## src/rtl/serial_sub5_if.sv

```systemverilog
// serial_sub5_if: start/busy/done handshake plus operand and result bundle for serial_sub5.
// Signals: start, X, Y (requester -> subtractor); busy, done, D, B5, Z (subtractor -> requester).
// With SERIAL_SUB_OVF_EN defined, the bundle also carries V (signed overflow).
interface serial_sub5_if #(parameter int WIDTH = 5);
  logic             start;
  logic [WIDTH-1:0] X;
  logic [WIDTH-1:0] Y;
  logic             busy;
  logic             done;
  logic [WIDTH-1:0] D;
  logic             B5;
  logic             Z;
`ifdef SERIAL_SUB_OVF_EN
  logic             V;
  modport master(output start, X, Y, input busy, done, D, B5, Z, V);
  modport slave(input start, X, Y, output busy, done, D, B5, Z, V);
`else
  modport master(output start, X, Y, input busy, done, D, B5, Z);
  modport slave(input start, X, Y, output busy, done, D, B5, Z);
`endif
endinterface

```

## src/rtl/serial_sub5.sv

```systemverilog
// serial_sub5: bit-serial D = X - Y, LSB first, one full-subtractor cell and a borrow flop.
// Ports: clk, rst (sync, active-high); bus (slave modport): start, X, Y in; busy, done, D, B5, Z out.
// Optional macro SERIAL_SUB_OVF_EN adds V, the signed two's-complement overflow of the result.
module serial_sub5 #(
  parameter int WIDTH = 5,
  parameter int CW    = 3
) (
  input logic          clk,
  input logic          rst,
  serial_sub5_if.slave bus
);
  typedef enum logic [1:0] {IDLE, SHIFT, DONE} state_t;
  state_t           state_q;
  logic [WIDTH-1:0] xs_q, ys_q, d_q, d_d;
  logic [CW-1:0]    cnt_q;
  logic             b_q, b_d, dbit, busy_q, done_q, b5_q, z_q;
  always_comb begin
    dbit = xs_q[0] ^ ys_q[0] ^ b_q;
    b_d  = (~xs_q[0] & ys_q[0]) | (~(xs_q[0] ^ ys_q[0]) & b_q);
    d_d  = {dbit, d_q[WIDTH-1:1]};
  end
`ifdef SERIAL_SUB_OVF_EN
  logic v_q;
  assign bus.V = v_q;
`endif
  assign bus.busy = busy_q;
  assign bus.done = done_q;
  assign bus.D    = d_q;
  assign bus.B5   = b5_q;
  assign bus.Z    = z_q;
  always_ff @(posedge clk) begin
    if (rst) begin
      state_q <= IDLE;
      xs_q    <= '0;
      ys_q    <= '0;
      d_q     <= '0;
      cnt_q   <= '0;
      b_q     <= 1'b0;
      busy_q  <= 1'b0;
      done_q  <= 1'b0;
      b5_q    <= 1'b0;
      z_q     <= 1'b0;
`ifdef SERIAL_SUB_OVF_EN
      v_q     <= 1'b0;
`endif
    end else if (state_q == SHIFT) begin
      d_q   <= d_d;
      xs_q  <= xs_q >> 1;
      ys_q  <= ys_q >> 1;
      b_q   <= b_d;
      cnt_q <= cnt_q + CW'(1);
      if (cnt_q == CW'(WIDTH - 1)) begin
        b5_q    <= b_d;
        z_q     <= ~|d_d;
        busy_q  <= 1'b0;
        done_q  <= 1'b1;
        state_q <= DONE;
`ifdef SERIAL_SUB_OVF_EN
        // borrow into the MSB differs from borrow out of it
        v_q     <= b_q ^ b_d;
`endif
      end
    end else if (bus.start) begin
      // IDLE and DONE accept alike, so back-to-back operations need no idle cycle
      xs_q    <= bus.X;
      ys_q    <= bus.Y;
      d_q     <= '0;
      cnt_q   <= '0;
      b_q     <= 1'b0;
      busy_q  <= 1'b1;
      done_q  <= 1'b0;
      state_q <= SHIFT;
`ifdef SERIAL_SUB_OVF_EN
      v_q     <= 1'b0;
`endif
    end
  end
endmodule
```

## src/flat_wrapper.sv

```systemverilog
// flat-port wrapper written by rule: the top's interface ports become plain ports
module serial_sub5_flat 
#(
  parameter int WIDTH = 5,
  parameter int CW    = 3
)
  (clk, rst, bus_start, bus_X, bus_Y, bus_busy, bus_done, bus_D, bus_B5, bus_Z);
  serial_sub5_if #(.WIDTH(WIDTH)) bus_i ();
  input logic clk;
  input logic rst;
  input wire logic [$bits(bus_i.start)-1:0] bus_start;
  input wire logic [$bits(bus_i.X)-1:0] bus_X;
  input wire logic [$bits(bus_i.Y)-1:0] bus_Y;
  output wire logic [$bits(bus_i.busy)-1:0] bus_busy;
  output wire logic [$bits(bus_i.done)-1:0] bus_done;
  output wire logic [$bits(bus_i.D)-1:0] bus_D;
  output wire logic [$bits(bus_i.B5)-1:0] bus_B5;
  output wire logic [$bits(bus_i.Z)-1:0] bus_Z;
  assign bus_i.start = bus_start;
  assign bus_i.X = bus_X;
  assign bus_i.Y = bus_Y;
  assign bus_busy = bus_i.busy;
  assign bus_done = bus_i.done;
  assign bus_D = bus_i.D;
  assign bus_B5 = bus_i.B5;
  assign bus_Z = bus_i.Z;
  serial_sub5 #(.WIDTH(WIDTH), .CW(CW)) u_core (.clk(clk), .rst(rst), .bus(bus_i));
endmodule
```

## config.mk

```make
export PLATFORM = sky130hd
export DESIGN_NAME = serial_sub5_flat
export DESIGN_NICKNAME = d
export VERILOG_FILES = /design/src/rtl/serial_sub5_if.sv /design/src/rtl/serial_sub5.sv /design/src/flat_wrapper.sv
export SDC_FILE = /design/constraint.sdc
export NUM_CORES = 1
export LEC_CHECK = 0
export CORE_MARGIN = 2
export CORE_UTILIZATION = 52
export DETAILED_ROUTE_END_ITERATION = 10
export HOLD_SLACK_MARGIN = 0.12
export PLACE_DENSITY = 0.93
export SYNTH_ARGS = -nofsm -noshare
export SYNTH_HDL_FRONTEND = slang
export SYNTH_SLANG_ARGS = --single-unit
```

## constraint.sdc

```tcl
create_clock -name clk -period 3.4 [get_ports clk]
set_clock_uncertainty 0.2 [all_clocks]
set_input_delay 0.51 -clock clk [delete_from_list [all_inputs] [get_ports clk]]
set_output_delay 0.51 -clock clk [all_outputs]
set_load 0.005 [all_outputs]
```

==> flow_summary.toml, run 1 <==
[synthesis]
async_flop_share_pct = 0
syn_inst = 105
ys_warn_count = 0
synth_common_cells = "dfxtp_1 (23), a21oi_1 (10), mux2i_1 (10), a211oi_1 (9), nor2_1 (9)"
syn_nets = 121
seq_area_frac_synth_pct = 45.15
synth.area.top_cells = "dfxtp_1 (45%), mux2i_1 (9.8%), a211oi_1 (6.6%)"
ys_ff_latch = 23
synth.distinct_cells = 25
synth.avg_cell_area_um2 = 9.712
synth_edf_count = 0
yosysMostFrequentCell = "dfxtp_1"
yosysTopAreaCell = "dfxtp_1"
synth_ff_type = "dfxtp_1"
synth_top_area_share_pct = 45.15
syn-cell-area_mm2 = 0.001020

[timing]
maxSlewViolCount = 0
max_freq_mhz = 472.6
worst_pin_slew_ns = 0.8926
setup_viol = 0
hold_viol = 0
relSlewSlack_pct = 40.31
fin_setup_tns_ns = 0
fin_crit_sh_pct = 62.23
fin_crit_ns = 2.116
rsz0062_at_grt = "false"

[worst_setup_path]
worstPathRequired_ns = 3.43
critical_path_class = "input pin to register"
reg2reg_depth = 3
rr_endpoint = "u_core.ys_q[3]"
regToRegSetupSlack_ns = 1.74
cp_max_fo = 21
worstPathArrival_ns = 2.15
endpoint_kind = "register"
startpoint_type = "input pin"
r2r-start = "u_core.state_q[1]"

[drt]
vias_per_cell = 5.360
drt-initial-drc-count = 9
avgRoutedWirePerCell_um = 12.98
antenna_left = 0
vias = 804
routed_wl_um = 1947
drtPass1Iterations = 4
drc = 0

[power]
peakVddDrop_v = 0.0002971
powerDensity_mw_per_mm2 = 390.4
switching_power_uw = 125.0
seqPwrFrac_pct = 59.5
pwr-share-clk_pct = 25.8
intPower_uw = 364.4
comb_power_share_pct = 14.7
p_leak_nw = 0.4721
swShare_pct = 25.54

[cts]
clk_path_buf_depth = 2
cts_buffers = 3
clk_latency_ns = 0.31
clk_pin_slew_ns = 0.13
cts_tree = "done"
root_buffer = "clkbuf_4"
htreeDepth = 1
cts.sinks = 23
cts_setup_buffers = 0
post_cts_resized = 0
cts.hold.buffers_added = 0

[floorplanning]
core_region_area_mm2 = 0.001902
start_util_pct = 53.62
die_w_um = 48.29
chipHeight_um = 48.29
std_cell_rows = 16
design.die.area_mm2 = 0.002331
ios = 22

[finish]
diodes = 0
fill_cells = 157
syn_to_final_growth_pct = 22.94
multiInputGateArea_um2 = 506.7
ff_latch_area_um2 = 460.4
nets = 140
drive_gt1_share_pct = 6.504
fin_util_pct = 65.92

[global_route]
antenna_found_initial = 0
globalRouteTotalUtil_pct = 17.79
grt_pass1_vias = 659
grt_pass1_wl_um = 2808
grt_remaining_overflow = 0
grt_max_degree = 25

[place]
dp_hpwl_um = 1408
place_congestion = 0.7087
portBuffers = 21

[outcome]
status = "finished, final reports clean"

[hold_path]
min_from = "u_core.bus.D[4]"
whs_endpoint = "u_core.bus.D[3]"
hold_depth = 2
holdCritPathClass = "register to register"

[run]
cap_viol_max_count = 0
-- power by group through the flow --
stage | Clock (mW) | Sequential, mW | Combinational (mW)
global route | 0.139 | 0.293 | 0.0800
floorplan | 0 | 0.295 | 0.0481
finish | 0.126 | 0.291 | 0.0722
global placement | 0 | 0.296 | 0.0698
CTS | 0.129 | 0.291 | 0.0731
detailed placement | 0 | 0.297 | 0.0727
-- area by class of cell --
| cell class | count | share of cell area, % |
|---|---|---|
| Multi-Input combinational cell | 71 | 40.42 |
| Clock inverter | 1 | 0.3992 |
| Inverter | 4 | 1.198 |
| Tap cell | 27 | 2.695 |
| Sequential cell | 23 | 36.73 |
| Clock buffer | 3 | 1.796 |
| Timing Repair Buffer | 21 | 16.77 |
-- critical path, stage by stage --
cell and delay, ns:
clkdlybuf4s50_1 0.87, mux2_1 0.55, a211oi_2 0.21
-- state kept, by name, indices dropped and copies added, names as in the netlist --
signal,flops
u_core.ys_q,5
u_core.b_q,1
u_core.xs_q,5
u_core.cnt_q,3
u_core.state_q,2
u_core.bus.Z,1
u_core.bus.B5,1
u_core.bus.D,5
-- logic make-up after synthesis --
family | after synthesis | share of synthesized area [%]
flip-flops | 23 | 45.15
AO/OA/AOI/OAI | 22 | 14.85
adder cells (fa/ha/maj) | 3 | 4.417
AND/OR/NAND/NOR | 35 | 19.51
buffers and inverters | 11 | 5.152
multiplexers | 11 | 10.92
-- worst max-delay path by stage --
stage               from               to  cells after the start
2_1_floorplan  bus_start  u_core.cnt_q[2]                      3
3_3_place_gp   bus_start  u_core.cnt_q[2]                      3
3_5_place_dp   bus_start  u_core.cnt_q[2]                      3
4_1_cts        bus_start  u_core.cnt_q[2]                      3
5_1_grt        bus_start  u_core.cnt_q[2]                      3
6_report       bus_start  u_core.cnt_q[2]                      3
-- layout by cell type, fill, tap and decap left out, types with 2 or more instances in the layout --
| cell | instances |
|---|---|
| or3_1 | 3 |
| a211oi_1 | 9 |
| nor2_1 | 9 |
| a21oi_1 | 10 |
| nand2b_1 | 3 |
| clkdlybuf4s50_1 | 21 |
| nor3_1 | 2 |
| nand2_1 | 7 |
| ha_1 | 2 |
| clkbuf_4 | 3 |
| mux2i_1 | 10 |
| nand3b_1 | 6 |
| dfxtp_1 | 23 |
| inv_1 | 4 |
-- metal layers --
metal,vias to the layer above,global-route usage (%),share of wire (%)
met5,-,0,0
met4,0,6.486,1.3
met3,2,4.444,4.8
met2,22,29.21,51
met1,373,22.53,43
li1,407,-,-
-- stage by stage --
stage | hold WS (ns) | cell area (µm²) | power [mW] | cells | setup WS, ns
after floorplan | 0.2674 | 1020 | 0.3431 | 105 | 1.947
after global placement | 0.2761 | 1226 | 0.3659 | 146 | 1.032
after detailed placement | 0.2903 | 1226 | 0.3699 | 146 | 0.9481
after CTS | 0.2985 | 1254 | 0.4936 | 150 | 1.290
after global routing | 0.3277 | 1254 | 0.5118 | 150 | 1.225
final | 0.3016 | 1254 | 0.4894 | 150 | 1.284
(Power assumes the default switching activity.)
==> inputs of run 2 (changes only) <==
Settings changed: CORE_UTILIZATION 52 to 48, PLACE_DENSITY 0.93 to 0.87.
Clock period 3.4 ns to 2.2 ns, I/O delays scaled along.
==> run 2 against run 1 <==
Effect of this change:
- critical path depth fell by 2
- critical endpoint is now bus_done
- global-route usage up 1.3 points
- wire length rose by 9.6%
- utilization down 0.20 points
- hold slack gained 0.0025 ns
- via count up 6.0%
- first-iteration DRC count grew 33%
- highest routed layer is now met3
- clock power up 53%
- register-to-register slack lost 1.1 ns
==> flow_summary.toml, run 2 (synthesized netlist as in run 1, its figures left out) <==
[drt]
antenna_left = 0
drt-initial-drc-count = 12
drtPass1Iterations = 4
routed_wl_um = 2134
vias = 852
drc = 0
vias_per_cell = 5.497
avgRoutedWirePerCell_um = 13.77

[power]
totalPowerFinal_uw = 766.6
switching_power_uw = 192.4
p_leak_nw = 0.4980
comb_power_share_pct = 16.1
swShare_pct = 25.09
seqPwrFrac_pct = 58.7
pwr-share-clk_pct = 25.2
peakVddDrop_v = 0.0004738
intPower_uw = 574.2
powerDensity_mw_per_mm2 = 588.5

[global_route]
antenna_found_initial = 0
grt_pass1_wl_um = 3684
grt_pass1_vias = 843
grt_remaining_overflow = 0
grt_max_degree = 22
globalRouteTotalUtil_pct = 19.06

[floorplanning]
chipHeight_um = 50.09
die_w_um = 50.09
start_util_pct = 51.45
core_region_area_mm2 = 0.001982
std_cell_rows = 16
design.die.area_mm2 = 0.002509
ios = 22

[worst_setup_path]
endpoint_kind = "primary output"
rr_endpoint = "u_core.bus.Z"
cp_slowest_cell = "clkdlybuf4s50_1"
critical_path_class = "register to primary output"
r2r-start = "u_core.ys_q[0]"
max_stage_delay_ns = 0.53
startpoint_type = "register"
cp_max_fo = 5
cp_top_family = "buffers and inverters"
regToRegSetupSlack_ns = 0.66
cp_cell_sequence = "clkdlybuf4s50_1"
crit_buf_inv = 1
reg2reg_depth = 3
worstPathArrival_ns = 1.29
worstPathRequired_ns = 1.67

[hold_path]
min_from = "u_core.cnt_q[2]"
whs_endpoint = "u_core.cnt_q[2]"
hold_depth = 1
holdCritPathClass = "register to register"

[timing]
fin_crit_sh_pct = 82.70
hold_viol = 0
fin_crit_ns = 1.819
worst_pin_slew_ns = 0.4343
setup_viol = 0
max_freq_mhz = 549.7
maxSlewViolCount = 0
relSlewSlack_pct = 70.96
rsz0062_at_grt = "false"
fin_setup_tns_ns = 0

[cts]
htreeDepth = 1
cts_tree = "done"
clk_pin_slew_ns = 0.12
post_cts_resized = 0
clk_path_buf_depth = 2
cts.sinks = 23
cts_setup_buffers = 0
root_buffer = "clkbuf_4"
cts_buffers = 3
cts.hold.buffers_added = 0
clk_latency_ns = 0.31

[finish]
diodes = 0
layout_commonest_cell = "dfxtp_1"
fill_cells = 166
nets = 145
ff_latch_area_um2 = 460.4
syn_to_final_growth_pct = 27.73
final_cell_mix = "dfxtp_1 (23), clkdlybuf4s50_1 (21), a21oi_1 (10), mux2i_1 (10)"
multiInputGateArea_um2 = 506.7
drive_gt1_share_pct = 9.375

[place]
portBuffers = 21
place_congestion = 0.7833
dp_hpwl_um = 1525

[run]
cap_viol_max_count = 0

[outcome]
status = "finished, final reports clean"
-- run 2: cell count changes in the layout (fill, tap and decap cells not counted), sizes merged --
| cell | change |
|---|---|
| clkbuf | +1 |
| clkinv | -1 |
| buf | +5 |
-- run 2: final cells by class --
class	count	area share (%)
multi-input combinational	71	38.90
sequential	23	35.35
timing repair buffer	26	19.98
tap	27	2.594
clock buffer	4	2.017
inverter	4	1.153
-- run 2: worst max path at each step --
stage	start	endpoint	slack (ns)	cells past startpoint
3_3_place_gp	bus_start	u_core.xs_q[0]	0.39	4
6_report	u_core.state_q[1]	bus_done	0.38	1
3_5_place_dp	bus_start	u_core.xs_q[3]	0.33	4
5_1_grt	u_core.state_q[1]	bus_done	0.29	1
4_1_cts	u_core.state_q[1]	bus_done	0.37	1
2_1_floorplan	u_core.b_q	u_core.bus.Z	0.76	3
-- run 2: per-stage QoR --
| stage | setup slack (ns) | hold WS [ns] | instances | util [%] | cell area, µm² |
|---|---|---|---|---|---|
| finish | 0.3807 | 0.3042 | 155 | 65.72 | 1303 |
| detailed placement | 0.3301 | 0.2870 | 151 | 64.39 | 1276 |
| global placement | 0.3922 | 0.2792 | 151 | 64.39 | 1276 |
| floorplan | 0.7631 | 0.2093 | 105 | - | 1020 |
| CTS | 0.3662 | 0.3064 | 155 | 65.72 | 1303 |
| global route | 0.2922 | 0.3363 | 155 | 65.72 | 1303 |
-- run 2: power groups by stage --
stage	combinational [mW]	sequential, mW	clock, mW
floorplan	0.0743	0.456	0
global placement	0.118	0.458	0
detailed placement	0.123	0.459	0
CTS	0.124	0.450	0.200
global route	0.135	0.453	0.217
finish	0.124	0.450	0.193
-- run 2: per-layer routing --
metal	track usage, %	share of wire (%)	vias up
li1	-	-	415
met1	21.87	44	410
met2	33.55	49	27
met3	7.576	6.8	0
met4	2.778	0	0
met5	0	0	-
